==> config.mk <==
export PLATFORM = sky130hd
export DESIGN_NAME = branch_resolve_unit
export DESIGN_NICKNAME = d
export VERILOG_FILES = /design/src/rtl/branch_resolve_unit.sv
export SDC_FILE = /design/constraint.sdc
export NUM_CORES = 1
export LEC_CHECK = 0
export CAP_MARGIN = 10
export CORE_MARGIN = 2
export CORE_UTILIZATION = 55
export CTS_CLUSTER_SIZE = 8
export DETAILED_ROUTE_END_ITERATION = 8
export PLACE_DENSITY = 0.9
export REMOVE_ABC_BUFFERS = 1
export SYNTH_ARGS = -nofsm -noshare
export SYNTH_HDL_FRONTEND = slang
export SYNTH_SLANG_ARGS = --single-unit
==> constraint.sdc <==
create_clock -name clk -period 5.4 [get_ports clk]
set_input_delay 1.08 -clock clk [delete_from_list [all_inputs] [get_ports clk]]
set_output_delay 1.08 -clock clk [all_outputs]
set_load 0.01 [all_outputs]
==> src/rtl/branch_resolve_unit.sv <==
// Execute-side branch resolution: in-order queue of predictions, training updates, mispredict flush.
// Optional statistics counters are enabled by defining BRU_STATS_EN.
module branch_resolve_unit #(
   parameter int DEPTH        = 4,
   parameter int FLUSH_CYCLES = 2
) (
   input  logic       clk,
   input  logic       reset,
   input  logic       pred_valid,
   input  logic [7:0] pred_pc,
   input  logic       pred_taken,
   input  logic [7:0] pred_target,
   output logic       pred_ready,
   input  logic       res_valid,
   input  logic       res_taken,
   input  logic [7:0] res_target,
   output logic       update,
   output logic [7:0] update_pc,
   output logic       update_taken,
   output logic       flush,
   output logic [7:0] redirect_pc,
   output logic [2:0] occupancy
`ifdef BRU_STATS_EN
   ,
   output logic [15:0] stat_branches,
   output logic [15:0] stat_mispredicts
`endif
);

   localparam int PTR_W = (DEPTH > 1) ? $clog2(DEPTH) : 1;

   typedef enum logic {RUN, FLUSH} state_t;

   state_t             state, state_nxt;
   logic [2:0]         fcnt, fcnt_nxt;
   logic [PTR_W-1:0]   wr_ptr, rd_ptr;
   logic [3:0]         count;
   logic [7:0]         q_pc     [DEPTH];
   logic               q_taken  [DEPTH];
   logic [7:0]         q_target [DEPTH];

   logic               push, pop, mispredict;
   logic [7:0]         head_pc, head_target;
   logic               head_taken;

`ifdef BRU_STATS_EN
   function automatic logic [15:0] sat_inc(input logic [15:0] v);
      return (v == 16'hFFFF) ? v : v + 16'd1;
   endfunction
`endif

   always_comb begin
      head_pc     = q_pc[rd_ptr];
      head_taken  = q_taken[rd_ptr];
      head_target = q_target[rd_ptr];
      pred_ready  = (state == RUN) && (count < 4'(DEPTH));
      pop         = res_valid && (count != 4'd0) && (state == RUN);
      mispredict  = pop && ((head_taken != res_taken) ||
                            (head_taken && res_taken && (head_target != res_target)));
      // A push in the same cycle as a mispredict is younger than the branch and is squashed.
      push        = pred_valid && pred_ready && !mispredict;
   end

   always_comb begin
      state_nxt = state;
      fcnt_nxt  = fcnt;
      case (state)
         RUN: begin
            if (mispredict) begin
               state_nxt = FLUSH;
               fcnt_nxt  = 3'(FLUSH_CYCLES);
            end
         end
         FLUSH: begin
            if (fcnt <= 3'd1) begin
               state_nxt = RUN;
               fcnt_nxt  = 3'd0;
            end else begin
               fcnt_nxt  = fcnt - 3'd1;
            end
         end
         default: begin
            state_nxt = RUN;
            fcnt_nxt  = 3'd0;
         end
      endcase
   end

   always_ff @(posedge clk or posedge reset) begin
      if (reset) begin
         state        <= RUN;
         fcnt         <= 3'd0;
         wr_ptr       <= '0;
         rd_ptr       <= '0;
         count        <= 4'd0;
         update       <= 1'b0;
         update_pc    <= 8'd0;
         update_taken <= 1'b0;
         redirect_pc  <= 8'd0;
      end else begin
         state  <= state_nxt;
         fcnt   <= fcnt_nxt;
         update <= pop;
         if (pop) begin
            update_pc    <= head_pc;
            update_taken <= res_taken;
         end
         if (mispredict) begin
            wr_ptr      <= '0;
            rd_ptr      <= '0;
            count       <= 4'd0;
            redirect_pc <= res_taken ? res_target : head_pc + 8'd1;
         end else begin
            if (push) wr_ptr <= wr_ptr + PTR_W'(1);
            if (pop)  rd_ptr <= rd_ptr + PTR_W'(1);
            count <= count + {3'b000, push} - {3'b000, pop};
         end
      end
   end

   // Queue payload carries no reset; only entries below count are ever read.
   always_ff @(posedge clk) begin
      if (push) begin
         q_pc[wr_ptr]     <= pred_pc;
         q_taken[wr_ptr]  <= pred_taken;
         q_target[wr_ptr] <= pred_target;
      end
   end

`ifdef BRU_STATS_EN
   always_ff @(posedge clk or posedge reset) begin
      if (reset) begin
         stat_branches    <= 16'd0;
         stat_mispredicts <= 16'd0;
      end else begin
         if (pop)        stat_branches    <= sat_inc(stat_branches);
         if (mispredict) stat_mispredicts <= sat_inc(stat_mispredicts);
      end
   end
`endif

   assign flush     = (state == FLUSH);
   // A full 8-deep queue cannot be shown in 3 bits; it reads as 7.
   assign occupancy = count[3] ? 3'd7 : count[2:0];

endmodule

Word level (Yosys, flattened, before mapping)
Memories as Yosys holds them, arrays and structs flattened. Index checks and enable logic that the tools add are counted.

Register bits: 30. Bits in latches: 0. RAM bits: 68. ROM bits: 0. Input bits: 30. Output and inout port bits: 23. Word-level logic and storage cells: 52. Memories kept: 3.

Memories: q_pc (words 4, bits a word 8, read ports 1, clocked after memory_dff 0, write ports 1, line 38) `logic [7:0] q_pc [DEPTH];`; q_target (words 4, bits a word 8, read ports 1, clocked after memory_dff 0, write ports 1, line 40) `logic [7:0] q_target [DEPTH];`; q_taken (words 4, bits a word 1, read ports 1, clocked after memory_dff 0, write ports 1, line 39) `logic q_taken [DEPTH];`.

$add $sub $neg: 6. Multiply operators: 0. Divide/modulo/power cells: 0. $lt $le $gt $ge: 2. Equality and inequality tests: 3. Shift-type cells: 0. Mux-type cells: 15. Bitwise gates (word level): 1. Reductions and logical operators: 13.

Operator list (number): $mux W3 (3); $add A8 B1 Y8 const B (1); $logic_and A1 B1 Y1 (8); $mux W2 (4); $mux W8 (1); $ne A8 B8 Y1 (1); $pmux W3 S2 (1); $add A2 B1 Y2 const B (2); $add A4 B1 Y4 (1); $lt A4 B3 Y1 const B (1); $mux W1 (4); $mux W4 (1); $reduce_bool A2 Y1 (2); $reduce_bool A4 Y1 (1); $sub A4 B1 Y4 (1); $le A3 B1 Y1 const B (1); $sub A3 B1 Y3 const B (1); $ne A2 B2 Y1 const B (1); $pmux W1 S2 (1); $logic_not A1 Y1 (1); $logic_or A1 B1 Y1 (1); $ne A1 B1 Y1 (1); $not A1 Y1 (1).

Logic depth before layout (Yosys ltp)
Gate-level depths: netlist of run 1. An unclocked memory read counts as a cell.

Depth after elaboration: 10. Gate-level depth with buffers: 16. Depth with buffers taken out: 14.

Worst setup path before layout of run 1
Ideal clock, no wire load.

Path kind: reg-to-reg. From: reg rd_ptr[0]. To: mem q_pc[0][0], enable pin. Setup time: 416 ps. Data arrival time: 3518 ps. Data required time: 4984 ps. Path slack: 1466 ps. Stages on the path, launching flop included: 9. Buffers on the path: 3. Period minus slack after synthesis: 3934 ps. Cells stage by stage: dfrtp_1 -> buf_6 -> buf_2 -> mux4_2 -> ha_1 -> and2_1 -> a31o_2 -> buf_2 -> nor3b_1.

Cells in the longest elaborated chain, start to end: 9. Elaborated cells between the ends (all ways): 12. Classes of those cells: eq/ne: 2; mux: 2; reduce/logical: 6; memory: 2.

RTL lines: from (decl) (line 36) `logic [PTR_W-1:0] wr_ptr, rd_ptr;`; from (signal assigned) (line 115) `if (pop) rd_ptr <= rd_ptr + PTR_W'(1);`; $mem_v2 Z4 W8 / $mem_v2 Z4 W1 (equally long branches); $ne A8 B8 Y1 / $logic_and A1 B1 Y1 (equally long branches) (line 59) `(head_taken && res_taken && (head_target != res_target)));`; $logic_and A1 B1 Y1 (line 59); $logic_or A1 B1 Y1 * (line 58) `mispredict = pop && ((head_taken != res_taken) ||`; $logic_and A1 B1 Y1 * (line 58); $logic_not A1 Y1 * (line 61) `push = pred_valid && pred_ready && !mispredict;`; $logic_and A1 B1 Y1 * (line 61); $mux W1 * (line 123) `if (push) begin`; $mux W1 (implied by the code) * (line 124) `q_pc[wr_ptr] <= pred_pc;`; to (decl) (line 38).

Mark *: on every way between the ends. The rest lies on a longest branch, timed or not.

Final worst setup path of run 1
From: reg rd_ptr[0]. To: reg count[2].

Cells in the longest elaborated chain, start to end: 10. Elaborated cells between the ends (all ways): 13. Classes of those cells: add/sub: 2; eq/ne: 2; mux: 1; reduce/logical: 6; memory: 2.

RTL lines: $mem_v2 Z4 W8 / $mem_v2 Z4 W1 (equally long branches); $ne A8 B8 Y1 / $logic_and A1 B1 Y1 (equally long branches) (line 59); $logic_and A1 B1 Y1 (line 59); $logic_or A1 B1 Y1 * (line 58); $logic_and A1 B1 Y1 * (line 58); $logic_not A1 Y1 (line 61); $logic_and A1 B1 Y1 (line 61); $add A4 B1 Y4 (line 116) `count <= count + {3'b000, push} - {3'b000, pop};`; $sub A4 B1 Y4 (line 116); $mux W4 * (line 108) `if (mispredict) begin`; to (signal assigned) (line 116); to (decl) (line 37) `logic [3:0] count;`.

Marked as above. A chain may end at the register's enable or synchronous reset.

==> Flow_metrics.wiki, run 1 <==
{| class="wikitable"
! Metric !! Value
|-
| Core Region || 7330 um^2
|-
| Area of the die || ~8300 um^2
|-
| Post-CTS Setup Repair Bufs || 0
|-
| Worst-case clock skew || 10.1 ps
|-
| Switching portion of total power || about a third
|-
| Internal portion of total power || between 0.0015 and 0.002 W
|-
| Number of instances in the synthesized netlist || 253
|-
| RSZ-0062 raised after global routing || no
|-
| Most used flip-flop cell after synthesis || edfxtp_1
|-
| Worst hold path class || flop to flop
|-
| Hold depth || 1
|-
| Setup TNS || 0 ps
|-
| Area growth from synthesis to layout || 21.7%
|-
| Proportion of synthesized chip area in sequential cells || between 60 and 70%
|-
| Port bufs || 52
|-
| Register share of total power || 42.1%
|-
| Max Fclk || approximately 250 MHz
|-
| Buffers from clock root to sink, at most || 2
|-
| Total Nets Final || 359
|-
| Hpwl dp || 5210 um
|-
| Worst-case hold slack || about 500 ps
|-
| Final setup margin || approximately 1400 ps
|-
| Max Slew Vio Count || 0
|-
| Count of different cell masters after synthesis || 38
|-
| Time the final worst path needs with I/O delays and setup || 4040 ps
|-
| Width of the die || between 90 and 100 um
|-
| Post-synthesis cell area || ~4200 um^2
|-
| Synthesized area per cell || between 15 and 20 um^2
|-
| Post-DR wirelength/cell || around 19 um
|-
| Setup violators final || 0
|-
| Vias in the first global route || 2304
|-
| Clock share of power || between 10% and 20%
|-
| First-pass GRT wire length || around 12000 um
|-
| Total chip power || between 0.002 and 0.003 W
|-
| Leak || between 1.5 and 2 nW
|-
| IR Drop Worst-Case VDD || approximately 240 uV
|-
| Post-detailed-placement cell area || ~4900 um^2
|-
| Layout cells sized above 1 || 20.3%
|-
| Arr. time, crit path || around 4300 ps
|-
| Ratio of routed vias to standard cells || around 5.5
|-
| Leading cell type in the layout, fill and taps excluded || edfxtp_1
|-
| FP Rows || 31
|-
| Period Utilization, post-route || around three quarters
|-
| Hold buffer count at cts || 0
|-
| TritonCTS clock tree || built
|-
| Count of antenna diodes in the layout || 0
|-
| Worst-case headroom to the max-slew limit || between 30% and 40%
|-
| Startpoint Class || flop
|-
| Critical setup path kind || flop to flop
|-
| Async set-reset flop share out of synthesis || a little under a third
|-
| Tot GR Track Use || 20.1%
|-
| Result of the run || complete, no violations
|-
| Commonest cells after routing, fill and taps aside || edfxtp_1, clkdlybuf4s50_1, dfrtp_1, mux4_2, xnor2_1
|-
| Final Hold Vio Count || 0
|-
| Starting density of the core || between 50 and 60%
|-
| Post-Layout Inst Area || 5110 um^2
|-
| Number of I/O pins || 53
|-
| Flip-flop and latch count after synthesis || 98
|-
| Slew at the pin with the worst max-slew slack || 987 ps
|-
| Final routed DRC violation total || 0
|-
| CTS root buffer || clkbuf_8
|-
| Clock slew at reported path FFs || 100 ps
|-
| Power density normalized to cell area || between 500 and 600 nW/um^2
|-
| Number of antenna violations at the first check in global routing || 0
|-
| Worst skew pair latency || 370 ps
|-
| Data required, critical path || 5660 ps
|-
| DRT Wirelength || approximately 7800 um
|-
| Number of warnings printed during yosys synthesis || 0
|-
| Routability cong. || ~0.76
|-
| Drt pass-1 iters || 4
|-
| Final ANT Viol Nets || 0
|-
| Cts bufs inserted || 9
|-
| Type of element capturing the critical path || flop
|-
| Pre-CTS setup slack || 1450 ps
|-
| Portion of total power attributed to combinational logic || 38.1%
|-
| Maximum fanout count along the critical path || 16
|-
| Largest net degree at the start of global routing || 31
|-
| Clk sinks || 98
|-
| Number of cells on the worst reg-to-reg path || 12
|-
| Cts repair resizes || 0
|-
| Overflow left after global routing || 0
|-
| Die Ht || approximately 91 um
|-
| Vias || approximately 2300
|-
| Number of enable flip-flop cells after synthesis || 68
|-
| Iteration-0 DRC count of the detailed router || 88
|-
| H-tree depth || 3
|-
| Max-capacitance violation count || 0
|-
| Net switching power figure || around 0.00083 W
|}
power by group through the flow:
stage	registers [W]	logic (W)	clock network, W
2_1_floorplan	0.00110	0.000584	0
3_3_place_gp	0.00109	0.000946	0
3_5_place_dp	0.00110	0.000979	0
4_1_cts	0.00108	0.000986	0.000517
5_1_grt	0.00110	0.00107	0.000541
6_report	0.00108	0.000977	0.000508
sequential cells by signal, indices dropped and copies added, names as in the netlist:
| name | cells |
|---|---|
| rd_ptr | 2 |
| q_target | 32 |
| update | 1 |
| q_taken | 4 |
| fcnt | 3 |
| redirect_pc | 8 |
| update_taken | 1 |
| q_pc | 32 |
| count | 4 |
| flush | 1 |
| update_pc | 8 |
| wr_ptr | 2 |
final cells by class:
cell class / instances / area, um^2
inverter: 14 / 52.6
tap: 99 / 124
fill: 481 / 2220
clock inverter: 7 / 96.3
multi-input combinational: 132 / 1320
timing repair buffer: 60 / 601
clock buffer: 9 / 124
sequential: 98 / 2790
worst paths after layout:
kind,start,end,slack (ps)
hold / removal,update_pc[6],update_pc[6],520
max in group asynchronous,reset,redirect_pc[0],3850
setup reg to reg,rd_ptr[0],count[2],1360
hold reg to reg,update_pc[6],update_pc[6],520
min in group asynchronous,reset,update_pc[6],1050
setup / recovery,rd_ptr[0],count[2],1360
cells by family (layout without fill, tap and decap cells):
logic type      after synthesis  in the layout  synth area share (%)
buf+inv                      23             90                  2.50
fa+ha+maj                    14             14                  4.35
compound gates               18             18                  2.68
xor+xnor                     17             17                  3.55
mux                          37             37                  14.9
simple gates                 46             46                  5.46
flops                        98             98                  66.6
metal layers:
| metal | vias up | share of wire, % | GRT usage [%] |
|---|---|---|---|
| li1 | 1067 | - | - |
| met1 | 1157 | 41 | 25.9 |
| met3 | 10 | 5.5 | 3.65 |
| met5 | - | 0 | 0 |
| met4 | 0 | 2.0 | 8.96 |
| met2 | 79 | 52 | 33.5 |
Yosys cell counts, types with 3 or more instances:
| master | instances | area share [%] |
|---|---|---|
| edfxtp_1 | 68 | 49 |
| dfrtp_1 | 30 | 18 |
| mux4_2 | 17 | 9.1 |
| xnor2_1 | 15 | 3.1 |
| inv_1 | 14 | 1.3 |
| ha_1 | 13 | 3.9 |
| mux2_2 | 13 | 3.5 |
| nand2_1 | 13 | 1.2 |
| nor2_1 | 10 | 0.89 |
| o21ai_0 | 8 | 0.95 |
| mux2_4 | 5 | 1.8 |
| nand3_1 | 5 | 0.60 |
| nor3b_1 | 4 | 0.72 |
| a21oi_1 | 3 | 0.36 |
| buf_2 | 3 | 0.36 |
| clkbuf_1 | 3 | 0.27 |
| nand4_1 | 3 | 0.45 |
worst max-delay path: stages (launching register included):
cell and delay (ps):
dfrtp_1 1000, mux4_2 650, xnor2_1 180, nand4_1 160, or2_1 270, a31o_2 260, or2_1 230, ha_1 280
inv_1 50, ha_1 200, fa_1 380, xnor2_1 190, nor2_1 60
stage by stage:
step                      util, %  instances
final                        69.7        419
after global routing         69.7        419
after global placement       66.3        402
after CTS                    69.3        418
after floorplan                 -        244
after detailed placement     66.3        402
No activity file was read; power rests on OpenSTA's default activity.
==> run 2: changes to the inputs <==
--- a/config.mk
+++ b/config.mk
@@ -7,10 +7,10 @@
 export LEC_CHECK = 0
 export CAP_MARGIN = 10
 export CORE_MARGIN = 2
-export CORE_UTILIZATION = 55
+export CORE_UTILIZATION = 50
 export CTS_CLUSTER_SIZE = 8
 export DETAILED_ROUTE_END_ITERATION = 8
-export PLACE_DENSITY = 0.9
+export PLACE_DENSITY = 0.87
 export REMOVE_ABC_BUFFERS = 1
 export SYNTH_ARGS = -nofsm -noshare
 export SYNTH_HDL_FRONTEND = slang
==> constraint.sdc (replaced) <==
create_clock -name clk -period 3.65 [get_ports clk]
set_input_delay 0.73 -clock clk [delete_from_list [all_inputs] [get_ports clk]]
set_output_delay 0.73 -clock clk [all_outputs]
set_load 0.01 [all_outputs]
==> run 2 against run 1 <==
  * Combinational power is 64% higher
  * Cell area up 0.88%
  * Worst hold slack got worse by 7.3 ps
  * Clock power grew 21%
  * Sequential cell count unchanged
  * Global-route usage down 0.96 points
  * Clock skew down 3.7 ps
  * Largest cell class unchanged
  * Largest power group is now combinational cells
  * Highest routed layer unchanged
==> Flow_metrics.wiki, run 2 (synthesis gave the netlist of run 1 again) <==
{| class="wikitable"
! Metric !! Value
|-
| Leak || 1.89 nW (was 1.85 nW)
|-
| Clock slew at reported path FFs || 90 ps (was 100 ps)
|-
| Starting density of the core || 51.3% (was 57.2%)
|-
| Final routed DRC violation total || 0 (unchanged)
|-
| Count of antenna diodes in the layout || 0 (unchanged)
|-
| Worst-case headroom to the max-slew limit || 73.0% (was 34.2%)
|-
| Largest registers in the final layout || q_pc x32, q_target x32 (unchanged)
|-
| Instance count after placement with tap cells included || 415 (was 402)
|-
| Post-DR wirelength/cell || 18.4 um (was 18.6 um)
|-
| DRT Wirelength || 8000 um (was 7790 um)
|-
| Maximum fanout count along the critical path || 13 (was 16)
|-
| Slew at the pin with the worst max-slew slack || 405 ps (was 987 ps)
|-
| Post-Layout Cell Count || 435 (was 419)
|-
| Iteration-0 DRC count of the detailed router || 137 (was 88)
|-
| Data required, critical path || 3890 ps (was 5660 ps)
|-
| Final core area utilization || 63.0% (was 69.7%)
|-
| Port bufs || 52 (unchanged)
|-
| Hpwl dp || 5630 um (was 5210 um)
|-
| Max-capacitance violation count || 0 (unchanged)
|-
| Layout cells sized above 1 || 22.4% (was 20.3%)
|-
| Ratio of routed vias to standard cells || 5.44 (was 5.52)
|-
| Cts bufs inserted || 9 (unchanged)
|-
| H-tree depth || 3 (unchanged)
|-
| Drt pass-1 iters || 4 (unchanged)
|-
| Type of element capturing the critical path || flop (unchanged)
|-
| RSZ-0062 raised after global routing || no (unchanged)
|-
| FP Rows || 33 (was 31)
|-
| Buffers from clock root to sink, at most || 2 (unchanged)
|-
| TritonCTS clock tree || built (unchanged)
|-
| Setup violators final || 0 (unchanged)
|-
| Clk sinks || 98 (unchanged)
|-
| Commonest cells after routing, fill and taps aside || edfxtp_1, clkdlybuf4s50_1, dfrtp_1, mux4_2, buf_4 (was edfxtp_1, clkdlybuf4s50_1, dfrtp_1, mux4_2, xnor2_1)
|-
| Overflow left after global routing || 0 (unchanged)
|-
| Number of antenna violations at the first check in global routing || 0 (unchanged)
|-
| Critical setup path kind || flop to flop (unchanged)
|-
| Time the final worst path needs with I/O delays and setup || 3460 ps (was 4040 ps)
|-
| Worst-case clock skew || 6.41 ps (was 10.1 ps)
|-
| Startpoint Class || flop (unchanged)
|-
| Core Region || 8180 um^2 (was 7330 um^2)
|-
| First-pass GRT wire length || 12400 um (was 12300 um)
|-
| Vias in the first global route || 2397 (was 2304)
|-
| Largest net degree at the start of global routing || 31 (unchanged)
|-
| Area growth from synthesis to layout || 22.8% (was 21.7%)
|-
| Final Hold Vio Count || 0 (unchanged)
|-
| Max Slew Vio Count || 0 (unchanged)
|-
| Leading cell type in the layout, fill and taps excluded || edfxtp_1 (unchanged)
|-
| Number of I/O pins || 53 (unchanged)
|-
| Arr. time, crit path || 3700 ps (was 4300 ps)
|-
| Die Ht || 95.6 um (was 91.3 um)
|-
| IR Drop Worst-Case VDD || 274 uV (was 236 uV)
|-
| Setup TNS || 0 ps (unchanged)
|-
| Total Nets Final || 369 (was 359)
|-
| Tot GR Track Use || 19.1% (was 20.1%)
|-
| Period Utilization, post-route || 94.9% (was 74.8%)
|-
| Width of the die || 95.6 um (was 91.3 um)
|-
| Worst hold path class || flop to flop (unchanged)
|-
| Area of the die || 9140 um^2 (was 8340 um^2)
|-
| CTS root buffer || clkbuf_8 (unchanged)
|-
| Max Fclk || 289 MHz (was 247 MHz)
|-
| Routability cong. || 0.765 (about the same)
|-
| Final ANT Viol Nets || 0 (unchanged)
|-
| Vias || 2365 (was 2313)
|-
| Result of the run || complete, no violations (unchanged)
|-
| Power density normalized to cell area || 729 nW/um^2 (was 502 nW/um^2)
|-
| Worst skew pair latency || 360 ps (was 370 ps)
|}
## run 2: cell count changes in the layout (fill, tap and decap cells not counted), moves of 2 or more
cell,previous run,this run
clkbuf_1,0,2
inv_8,3,0
buf_4,7,16
buf_12,0,2
## run 2: layer usage
metal,wire (um),GRT usage [%],vias up
li1,-,-,1085
met3,439,4.82,16
met2,4110,32.3,78
met4,157,7.62,0
met5,0,0,-
met1,3290,23.7,1186
## run 2: power breakdown
group | internal (W) | total [W] | switching [W]
logic | 0.000882 | 0.00160 | 0.000718
registers | 0.00142 | 0.00154 | 0.000126
clock network | 0.000253 | 0.000617 | 0.000364
total | 0.00255 | 0.00376 | 0.00121
## run 2: metrics by stage
stage | area, um^2 | power (W) | setup WS, ps | hold WS [ps]
after CTS | 5110 | 0.00376 | 149 | 515
after detailed placement | 4940 | 0.00314 | 34.4 | 493
after global routing | 5150 | 0.00400 | 19.9 | 531
final | 5150 | 0.00376 | 187 | 508
after floorplan | 4140 | 0.00250 | -558 | 459
after global placement | 4940 | 0.00306 | 170 | 469
## run 2: worst max-delay path, cell delays in order, from the launching register on
cell and delay [ps]:
dfrtp_1 420, buf_12 180, mux4_2 530, xnor2_1 160, nand4_1 150, or2_1 270, a31o_2 260, or2_1 230
ha_1 280, inv_1 40, ha_1 200, fa_1 400, xnor2_1 170, nor2_1 60
## run 2: timing repair
action | 4_1_cts | 5_1_grt
endpoints found under the hold margin | 0 | 0
buffers inserted | 0 | 4
resized for setup | 0 | 1
setup endpoints to repair | 0 | 1
hold buffers | 0 | 0
## run 2: layout make-up
| type | count | area (um^2) |
|---|---|---|
| timing repair buffer | 70 | 681 |
| sequential | 98 | 2790 |
| clock inverter | 5 | 38.8 |
| clock buffer | 11 | 131 |
| tap | 105 | 131 |
| multi-input combinational | 132 | 1330 |
| inverter | 14 | 52.6 |
| fill | 591 | 3020 |
## run 2: final timing paths
| check | start | endpoint | slack (ps) | cells after the start |
|---|---|---|---|---|
| min in group asynchronous | reset | update_pc[6] | 750 | 3 |
| setup / recovery | rd_ptr[0] | count[2] | 190 | 13 |
| hold / removal | fcnt[1] | fcnt[1] | 510 | 1 |
| hold reg to reg | fcnt[1] | fcnt[1] | 510 | 1 |
| setup reg to reg | rd_ptr[0] | count[2] | 190 | 13 |
| max in group asynchronous | reset | redirect_pc[4] | 2600 | 3 |
==> run 3: changes to the inputs <==
--- a/config.mk
+++ b/config.mk
@@ -6,6 +6,7 @@
 export NUM_CORES = 1
 export LEC_CHECK = 0
 export CAP_MARGIN = 10
+export CORE_ASPECT_RATIO = 2
 export CORE_MARGIN = 2
 export CORE_UTILIZATION = 50
 export CTS_CLUSTER_SIZE = 8
==> run 3 against run 2 <==
  * Core utilization grew 0.35 points
  * Sequential cell count unchanged
  * Sequential share of layout area decreased by 0.68 points
  * Wire length is 0.75% lower
  * Cell area up 1.3%
  * Via count decreased by 0.68%
  * Final cell count shrank 3.2%
  * Largest power group unchanged
  * Clock power up 50%
  * Worst hold slack got worse by 2.4 ps
==> Flow_metrics.wiki, run 3 (synthesis gave the netlist of run 1 again) <==
{| class="wikitable"
! Metric !! Value
|-
| Result of the run || complete, no violations (unchanged)
|-
| Worst setup path endpoint || count[2] (unchanged)
|-
| Instance count after placement with tap cells included || 404 (was 415)
|-
| Critical setup path kind || flop to flop (unchanged)
|-
| TritonCTS clock tree || built (unchanged)
|-
| Number of I/O pins || 53 (unchanged)
|-
| Maximum fanout count along the critical path || 20 (was 13)
|-
| Vias in the first global route || 2482 (was 2397)
|-
| Layout cells sized above 1 || 20.7% (was 22.4%)
|-
| First-pass GRT wire length || 12600 um (was 12400 um)
|-
| Max-capacitance violation count || 0 (unchanged)
|-
| Pre-CTS setup slack || 61.0 ps (was 34.4 ps)
|-
| Largest registers in the final layout || q_pc x32, q_target x32 (unchanged)
|-
| Total Nets Final || 362 (was 369)
|-
| Count of antenna diodes in the layout || 0 (unchanged)
|-
| Clk sinks || 98 (unchanged)
|-
| RSZ-0062 raised after global routing || no (unchanged)
|-
| DRT Wirelength || 7940 um (was 8000 um)
|-
| Drt pass-1 iters || 4 (unchanged)
|-
| Max Slew Vio Count || 0 (unchanged)
|-
| Tot GR Track Use || 19.6% (was 19.1%)
|-
| Overflow left after global routing || 0 (unchanged)
|-
| Worst reg2reg startpoint || rd_ptr[0] (unchanged)
|-
| Startpoint Class || flop (unchanged)
|-
| Time the final worst path needs with I/O delays and setup || 3470 ps (was 3460 ps)
|-
| Clock share of power || 23.0% (was 16.4%)
|-
| Worst-case clock skew || 9.54 ps (was 6.41 ps)
|-
| Worst flop-to-flop path endpoint || count[2] (unchanged)
|-
| Worst hold path class || flop to flop (unchanged)
|-
| H-tree depth || 3 (unchanged)
|-
| Iteration-0 DRC count of the detailed router || 182 (was 137)
|-
| Area growth from synthesis to layout || 24.4% (was 22.8%)
|-
| Commonest cells after routing, fill and taps aside || edfxtp_1, clkdlybuf4s50_1, dfrtp_1, mux4_2, xnor2_1 (was edfxtp_1, clkdlybuf4s50_1, dfrtp_1, mux4_2, buf_4)
|-
| Switching portion of total power || 30.0% (was 32.1%)
|-
| Max Fclk || 288 MHz (was 289 MHz)
|-
| Hpwl dp || 5850 um (was 5630 um)
|-
| Slew at the pin with the worst max-slew slack || 394 ps (was 405 ps)
|-
| Die Ht || 134 um (was 95.6 um)
|-
| Area of all sequential standard cells || 2790 um^2 (unchanged)
|-
| Worst skew pair latency || 340 ps (was 360 ps)
|-
| Launch point of the critical path || rd_ptr[0] (unchanged)
|-
| Post-Layout Cell Count || 421 (was 435)
|-
| Ratio of routed vias to standard cells || 5.58 (was 5.44)
|-
| Final Hold Vio Count || 0 (unchanged)
|-
| Setup violators final || 0 (unchanged)
|-
| Post-DR wirelength/cell || 18.9 um (was 18.4 um)
|-
| Post-CTS Setup Repair Bufs || 0 (unchanged)
|-
| Leading cell type in the layout, fill and taps excluded || edfxtp_1 (unchanged)
|-
| Hold depth || 1 (unchanged)
|-
| CTS root buffer || clkbuf_16 (was clkbuf_8)
|-
| Period Utilization, post-route || 95.2% (was 94.9%)
|-
| Number of cells on the worst reg-to-reg path || 13 (unchanged)
|-
| Net switching power figure || 0.00121 W (about the same)
|-
| Area of combinational cells with multiple inputs || 1320 um^2 (was 1330 um^2)
|-
| Final setup margin || 175 ps (was 187 ps)
|-
| Hold buffer count at cts || 0 (unchanged)
|-
| Worst-case headroom to the max-slew limit || 73.4% (was 73.0%)
|-
| FP Rows || 47 (was 33)
|-
| Total chip power || 0.00402 W (was 0.00376 W)
|-
| Internal portion of total power || 0.00281 W (was 0.00255 W)
|-
| Core Region || 8230 um^2 (was 8180 um^2)
|-
| Port bufs || 52 (unchanged)
|-
| Arr. time, crit path || 3690 ps (was 3700 ps)
|-
| Final ANT Viol Nets || 0 (unchanged)
|-
| Cts bufs inserted || 9 (unchanged)
|-
| Number of antenna violations at the first check in global routing || 0 (unchanged)
|-
| FILL cells || 604 (was 591)
|-
| Vias || 2349 (was 2365)
|-
| Routability cong. || 0.848 (was 0.765)
|-
| Buffers from clock root to sink, at most || 2 (unchanged)
|-
| Data required, critical path || 3860 ps (was 3890 ps)
|-
| Final routed DRC violation total || 0 (unchanged)
|-
| Width of the die || 68.8 um (was 95.6 um)
|-
| Starting density of the core || 51.0% (was 51.3%)
|-
| Portion of total power attributed to combinational logic || 39.0% (was 42.6%)
|-
| Cts repair resizes || 0 (unchanged)
|-
| Power density normalized to cell area || 770 nW/um^2 (was 729 nW/um^2)
|-
| IR Drop Worst-Case VDD || 363 uV (was 274 uV)
|-
| Type of element capturing the critical path || flop (unchanged)
|-
| Largest net degree at the start of global routing || 31 (unchanged)
|-
| Setup slack of the most critical reg-to-reg path || 180 ps (was 190 ps)
|-
| Register share of total power || 38.0% (was 41.0%)
|-
| Area of the die || 9180 um^2 (was 9140 um^2)
|-
| Clock slew at reported path FFs || 60 ps (was 90 ps)
|-
| Leak || 1.91 nW (was 1.89 nW)
|}
-- run 3: changes by cell type in the layout (fill, tap and decap cells not counted), sizes merged --
cell    before  now
buf         18   11
bufinv       0    1
inv         16   15
-- run 3: layout make-up --
type | count | share of cell area [%]
multi-input cells | 132 | 25.3
repair buffers | 63 | 12.2
inverters | 14 | 1.01
flip-flops and latches | 98 | 53.5
clock buffers | 11 | 4.65
clock inverters | 5 | 1.03
well taps | 98 | 2.35
-- run 3: worst min path at each step --
stage                   start              to  slack (ps)
5_1_grt        redirect_pc[3]  redirect_pc[3]         530
2_1_floorplan         fcnt[1]         fcnt[1]         460
4_1_cts               fcnt[1]         fcnt[1]         500
3_5_place_dp          fcnt[1]         fcnt[1]         490
3_3_place_gp          fcnt[1]         fcnt[1]         470
6_report              fcnt[1]         fcnt[1]         510
-- run 3: layer usage --
| layer | global-route usage (%) | part of all wire [%] | vias up |
|---|---|---|---|
| met3 | 4.73 | 4.0 | 21 |
| li1 | - | - | 1069 |
| met5 | 0 | 0 | - |
| met4 | 10.5 | 3.1 | 0 |
| met1 | 20.5 | 35 | 1189 |
| met2 | 34.4 | 58 | 70 |
-- run 3: critical path, stage by stage, from the launching register on --
cell and delay (ps):
dfrtp_1 380, buf_12 210, mux4_2 540, xnor2_1 180, nand4_1 170, or2_1 260
a31o_2 260, or2_1 230, ha_1 270, inv_1 40, ha_1 200, fa_1 390
xnor2_1 160, nor2_1 50
-- run 3: power groups by stage --
stage / combinational [W] / clock [W] / sequential, W
4_1_cts: 0.00158 / 0.000941 / 0.00153
3_3_place_gp: 0.00150 / 0 / 0.00154
6_report: 0.00157 / 0.000924 / 0.00153
3_5_place_dp: 0.00157 / 0 / 0.00155
2_1_floorplan: 0.000864 / 0 / 0.00163
5_1_grt: 0.00171 / 0.000975 / 0.00155
-- run 3: through the flow --
stage | hold WS, ps | utilization (%) | setup TNS (ps) | cell area [um^2]
6_report | 506 | 63.4 | 0 | 5220
3_3_place_gp | 470 | 59.4 | 0 | 4890
2_1_floorplan | 459 | - | -38500 | 4140
3_5_place_dp | 489 | 59.4 | 0 | 4890
5_1_grt | 529 | 63.4 | 0 | 5220
4_1_cts | 503 | 63.0 | 0 | 5190
